===== config.mk =====
export PLATFORM = sky130hd
export DESIGN_NAME = pipe_stage_chain
export DESIGN_NICKNAME = d
export VERILOG_FILES = /design/src/rtl/pipe_pkg.sv /design/src/rtl/pipe_stage_cell.sv /design/src/rtl/pipe_stage_chain.sv
export SDC_FILE = /design/constraint.sdc
export NUM_CORES = 1
export LEC_CHECK = 0
export ABC_AREA = 1
export CORE_ASPECT_RATIO = 1.2
export CORE_MARGIN = 10
export CORE_UTILIZATION = 46
export CTS_BUF_LIST = sky130_fd_sc_hd__clkbuf_16
export DETAILED_ROUTE_END_ITERATION = 10
export PLACE_DENSITY = 0.85
export SLEW_MARGIN = 20
export SYNTH_ARGS = -nofsm -noshare
export SYNTH_HDL_FRONTEND = slang
export SYNTH_SLANG_ARGS = --single-unit

===== constraint.sdc =====
create_clock -name clk_i -period 2.3 [get_ports clk_i]
set_clock_uncertainty 0.2 [all_clocks]
set_input_delay 0.575 -clock clk_i [delete_from_list [all_inputs] [get_ports clk_i]]
set_output_delay 0.575 -clock clk_i [all_outputs]
set_load 0.02 [all_outputs]

===== src/rtl/pipe_pkg.sv =====
// pipe_pkg: constants, types and helpers shared by the elastic pipeline chain.
//   MAX_STAGES   : largest supported chain depth
//   stat_cnt_t   : width of the statistics counters
//   clog2()      : width helper used to size the occupancy count
package pipe_pkg;

  localparam int MAX_STAGES = 8;

  typedef logic [15:0] stat_cnt_t;

  localparam stat_cnt_t STAT_CNT_MAX = 16'hFFFF;

  function automatic int clog2(input int n);
    int r;
    r = 0;
    for (int i = 0; i < 32; i++) begin
      if ((64'd1 << i) < 64'(n)) r = i + 1;
    end
    return r;
  endfunction

endpackage


===== src/rtl/pipe_stage_cell.sv =====
// pipe_stage_cell: one register stage of the elastic chain.
// Ports:
//   clk_i, rst_n_i   clock / async active-low reset
//   load_en_i        stage may take the upstream beat this edge
//   clr_i            invalidate the stage and reload RESET_DATA
//   up_valid_i       upstream stage (or chain input) holds a beat
//   up_data_i        upstream payload
//   valid_o, data_o  registered stage contents
module pipe_stage_cell #(
  parameter int                 DATA_W     = 32,
  parameter logic [DATA_W-1:0]  RESET_DATA = '0
) (
  input  logic              clk_i,
  input  logic              rst_n_i,
  input  logic              load_en_i,
  input  logic              clr_i,
  input  logic              up_valid_i,
  input  logic [DATA_W-1:0] up_data_i,
  output logic              valid_o,
  output logic [DATA_W-1:0] data_o
);

  always_ff @(posedge clk_i or negedge rst_n_i) begin
    if (!rst_n_i) begin
      valid_o <= 1'b0;
      data_o  <= RESET_DATA;
    end else if (clr_i) begin
      valid_o <= 1'b0;
      data_o  <= RESET_DATA;
    end else if (load_en_i) begin
      valid_o <= up_valid_i;
      // A bubble moving in leaves the old payload in place.
      if (up_valid_i) data_o <= up_data_i;
    end
  end

endmodule


===== src/rtl/pipe_stage_chain.sv =====
// pipe_stage_chain: elastic chain of STAGES registers with valid/ready at both
// ends. Empty stages collapse so bubbles are squeezed out; stall freezes the
// chain, flush empties it (stall has priority).
// Ports:
//   clk_i, rst_n_i                     clock / async active-low reset
//   in_valid_i, in_ready_o, in_data_i  upstream handshake and payload
//   out_valid_o, out_ready_i, out_data_o downstream handshake and payload
//   stall_i, flush_i                   global freeze / invalidate
//   occ_o, bp_cnt_o                    occupancy and backpressure counters
// Optional feature macro: PIPE_STATS_EN adds occ_o / bp_cnt_o and their logic.
module pipe_stage_chain
  import pipe_pkg::*;
#(
  parameter int                DATA_W     = 32,
  parameter int                STAGES     = 1,
  parameter logic [DATA_W-1:0] RESET_DATA = '0
) (
  input  logic                          clk_i,
  input  logic                          rst_n_i,
  input  logic                          in_valid_i,
  output logic                          in_ready_o,
  input  logic [DATA_W-1:0]             in_data_i,
  output logic                          out_valid_o,
  input  logic                          out_ready_i,
  output logic [DATA_W-1:0]             out_data_o,
  input  logic                          stall_i,
  input  logic                          flush_i
`ifdef PIPE_STATS_EN
  ,
  output logic [clog2(STAGES+1)-1:0]    occ_o,
  output stat_cnt_t                     bp_cnt_o
`endif
);

  logic [STAGES:0]    rdy;
  logic [STAGES-1:0]  v;
  logic [STAGES-1:0]  up_v;
  logic [DATA_W-1:0]  d    [STAGES];
  logic [DATA_W-1:0]  up_d [STAGES];
  logic               adv;
  logic               clr;

  assign adv = ~stall_i & ~flush_i;
  assign clr = flush_i & ~stall_i;

  // A stage can take a beat if it is empty or everything in front of it moves;
  // out_ready_i ripples all the way back in the same cycle.
  always_comb begin
    rdy         = '0;
    rdy[STAGES] = out_ready_i;
    for (int k = STAGES - 1; k >= 0; k--) begin
      rdy[k] = ~v[k] | rdy[k+1];
    end
  end

  always_comb begin
    up_v    = '0;
    up_v[0] = in_valid_i;
    up_d[0] = in_data_i;
    for (int k = 1; k < STAGES; k++) begin
      up_v[k] = v[k-1];
      up_d[k] = d[k-1];
    end
  end

  for (genvar k = 0; k < STAGES; k++) begin : g_stage
    pipe_stage_cell #(
      .DATA_W     (DATA_W),
      .RESET_DATA (RESET_DATA)
    ) u_cell (
      .clk_i      (clk_i),
      .rst_n_i    (rst_n_i),
      .load_en_i  (adv & rdy[k]),
      .clr_i      (clr),
      .up_valid_i (up_v[k]),
      .up_data_i  (up_d[k]),
      .valid_o    (v[k]),
      .data_o     (d[k])
    );
  end

  assign in_ready_o  = rdy[0] & ~stall_i;
  assign out_valid_o = v[STAGES-1] & ~stall_i;
  assign out_data_o  = d[STAGES-1];

`ifdef PIPE_STATS_EN
  localparam int OCC_W = clog2(STAGES + 1);

  logic [OCC_W-1:0] occ_nxt;

  // Count the valid bits the stages will hold after this edge, so occ_o
  // always matches the current stage contents.
  always_comb begin
    occ_nxt = '0;
    for (int k = 0; k < STAGES; k++) begin
      if (!clr) begin
        if (adv && rdy[k]) occ_nxt = occ_nxt + OCC_W'(up_v[k]);
        else               occ_nxt = occ_nxt + OCC_W'(v[k]);
      end
    end
  end

  always_ff @(posedge clk_i or negedge rst_n_i) begin
    if (!rst_n_i) begin
      occ_o    <= '0;
      bp_cnt_o <= '0;
    end else begin
      occ_o <= occ_nxt;
      if (out_valid_o && !out_ready_i && bp_cnt_o != STAT_CNT_MAX)
        bp_cnt_o <= bp_cnt_o + 16'd1;
    end
  end
`endif

endmodule


==> impl_metrics.env <==
export IMPL_async_flop_share=1.00
export IMPL_path_clk_slew_ns=0.05
export IMPL_crit_start="stall_i"
export IMPL_swShare=0.297
export IMPL_cts_tree="done"
export IMPL_clock_root_buffer="clkbuf_16"
export IMPL_synth_cell_types=17
export IMPL_routed_wl_met3_um=307
export IMPL_areaGrowthSynthToFinish_pct=51.7
export IMPL_avgSynthCellArea_um2=7.96
export IMPL_top_layer="met4"
export IMPL_ff2ff_path_depth=5
export IMPL_finalSetupTns_ns=0
export IMPL_cts_sinks=33
export IMPL_p_comb_frac=0.285
export IMPL_final_cells=344
export IMPL_cts_buffer_depth=2
export IMPL_p_leak_nw=1.34
export IMPL_die_area_um2=6610
export IMPL_grt_overflow=0
export IMPL_synthXorXnorAreaFrac=0
export IMPL_nets=329
export IMPL_antenna_cells=0
export IMPL_fin_crit_sh=0.970
export IMPL_globalRouteTotalUtil=0.142
export IMPL_synth_top_family_by_area="simple AND/OR/NAND/NOR gates"
export IMPL_cts_setup_buffers=0
export IMPL_place_gp_congestion=0.713
export IMPL_intPower_mw=1.30
export IMPL_die_w_um=75.9
export IMPL_synth_fa_ha_area_frac=0
export IMPL_cpLargestDelayFamily="buffers and inverters"
export IMPL_yosys_register_bits=33
export IMPL_synth_top_area_share=0.478
export IMPL_rsz0062_at_grt="no"
export IMPL_grt_pass1_vias=1660
export IMPL_cts_hold_buf=0
export IMPL_cp_max_fo=3
export IMPL_period_needed_ns=2.23
export IMPL_grt_max_degree=34
export IMPL_p_sw_mw=0.551
export IMPL_crit_type="in -> out"
export IMPL_dr_pass1_iters=4
export IMPL_power_total_mw=1.86
export IMPL_ys_flop_type="dfrtp_1"
export IMPL_std_cell_rows=24
export IMPL_r2r_setup_slack_ns=0.95
export IMPL_p_per_area_nw_per_um2=708
export IMPL_wl_met1_mm=1.75
export IMPL_r2r_end="g_stage[0].u_cell.data_o[10]"
export IMPL_fp_coreArea_um2=3630
export IMPL_place_ws_ns=-0.314
export IMPL_drt_iter0_drc=136
export IMPL_syn_cell_area_um2=1730
export IMPL_synth_area_leader_cell="dfrtp_1"
export IMPL_fill_cells=282
export IMPL_hold_ws_ns=0.163
export IMPL_placed_cells=336
export IMPL_worstPathRequired_ns=1.52
export IMPL_pwr_share_clk=0.337
export IMPL_yosysSeqAreaShare=0.478
export IMPL_setup_viol=0
export IMPL_fin_ws_ns=0.0687
export IMPL_yosys_warnings=0
export IMPL_antenna_found_initial=0
export IMPL_portBuffers=71
export IMPL_hold_violations=0
export IMPL_seqPwrFrac=0.378
export IMPL_synth_compound_area_frac=0.0101
export IMPL_initial_core_util=0.475
export IMPL_synthSimpleGateAreaFrac=0.378
export IMPL_viasPerCell=4.49
export IMPL_slew_violations=0
export IMPL_drc=0
export IMPL_critPathSlowestCell="clkdlybuf4s50_1"
export IMPL_register_area_um2=826
export IMPL_ir_drop_mv=0.480
export IMPL_tightest_slew_ns=0.730
export IMPL_synthTopCellsByCount="nand2_1 (65), inv_1 (34), dfrtp_1 (33)"
export IMPL_cp_end_kind="primary output"
export IMPL_drive_gt1_frac=0.175
export IMPL_synth_edf_count=0
export IMPL_crit_chain="clkdlybuf4s50_1, nor2_1, dlygate4sd2_1"
export IMPL_start_kind="input pin"
export IMPL_status="finished clean"
export IMPL_timing_slew_headroom=0.513
export IMPL_multi_input_area_um2=669
export IMPL_clk_latency_ns=0.27
export IMPL_syn_num_nets=255
export IMPL_yosysMostFrequentCell="nand2_1"
export IMPL_synth_cells=217
export IMPL_vias=1543
export IMPL_drt_total_wl_mm=4.57
export IMPL_dp_hpwl_mm=3.43
export IMPL_io_pins=72
export IMPL_maxCapViolCount=0
export IMPL_fp_dieH_um=87.1
export IMPL_wire_per_inst_um=13.3
export IMPL_detail_route_antenna_nets=0
export IMPL_cp_num_buf_inv=2
export IMPL_wl_met2_mm=2.48
export IMPL_slowest_delay_ns=0.44
export IMPL_timing_rr_start="g_stage[0].u_cell.valid_o"
export IMPL_hold_path_class="in -> async"
export IMPL_timing_fmax_ghz=0.448
export IMPL_numCtsBuffers=5
export IMPL_arrival_ns=1.46
export IMPL_synthMuxAreaShare=0
export IMPL_grt_pass1_wl_mm=7.73
export IMPL_synthTopCellsByArea="dfrtp_1 (48%), nand2_1 (14%), nor2_2 (11%)"
export IMPL_htreeDepth=2
## repair_timing
item,in CTS,in global routing
resized for setup,4,1
pin swaps,0,0
setup endpoints to repair,2,1
## kinds of logic (layout without fill, tap and decap cells)
logic type / after synthesis / count (layout)
buf+inv: 48 / 123
simple gates: 133 / 133
flops: 33 / 33
compound gates: 3 / 3
## layer usage
layer,vias to the layer above,global-route usage
met5,-,0
met4,0,0.0414
met3,4,0.0558
met2,37,0.267
met1,713,0.141
li1,789,-
## power by group through the flow
stage / clock network (mW) / logic, mW / registers (mW)
after CTS: 0.627 / 0.540 / 0.702
after floorplan: 0 / 0.171 / 0.800
final: 0.626 / 0.529 / 0.700
after detailed placement: 0 / 0.539 / 0.710
after global placement: 0 / 0.529 / 0.707
after global routing: 0.660 / 0.578 / 0.709
## layout by cell type (no fill, tap or decap)
master | Yosys | routed
dlygate4sd2_1 | 0 | 1
clkinv_2 | 0 | 1
nand2_1 | 65 | 65
clkinv_1 | 0 | 2
nand2_8 | 1 | 1
nor2_1 | 3 | 3
o21ai_0 | 1 | 1
clkdlybuf4s50_1 | 0 | 68
clkbuf_16 | 0 | 5
nand2_4 | 1 | 1
a21oi_1 | 1 | 1
nor2_2 | 30 | 30
inv_4 | 1 | 1
o211ai_1 | 1 | 1
inv_1 | 34 | 34
nand3_1 | 32 | 32
inv_2 | 1 | 1
nand3_4 | 1 | 1
buf_12 | 0 | 2
buf_4 | 1 | 6
dfrtp_1 | 33 | 33
buf_2 | 6 | 2
## area by class of cell
class                   count  area share
well taps                  52      0.0248
clock inverters             3     0.00478
inverters                  36      0.0525
repair buffers             79       0.299
flip-flops and latches     33       0.315
clock buffers               5      0.0478
multi-input cells         136       0.255
## state kept, by name, indices dropped and copies added (netlist names)
register,count
g_stage.u_cell.data_o,32
g_stage.u_cell.valid_o,1
## metrics by stage
step	instance area (um^2)	utilization
detailed placement	2490	0.685
finish	2620	0.721
global route	2620	0.721
CTS	2630	0.723
floorplan	1730	-
global placement	2490	0.685
## how the worst max path moves through the flow
stage / to / slack, ns / cells after the start
after global routing: out_valid_o / 0.02 / 3
after global placement: in_ready_o / -0.28 / 4
after detailed placement: in_ready_o / -0.31 / 4
after floorplan: in_ready_o / 0.56 / 2
after CTS: in_ready_o / 0.04 / 4
final: out_valid_o / 0.07 / 3
No activity file was read; power rests on OpenSTA's default activity.
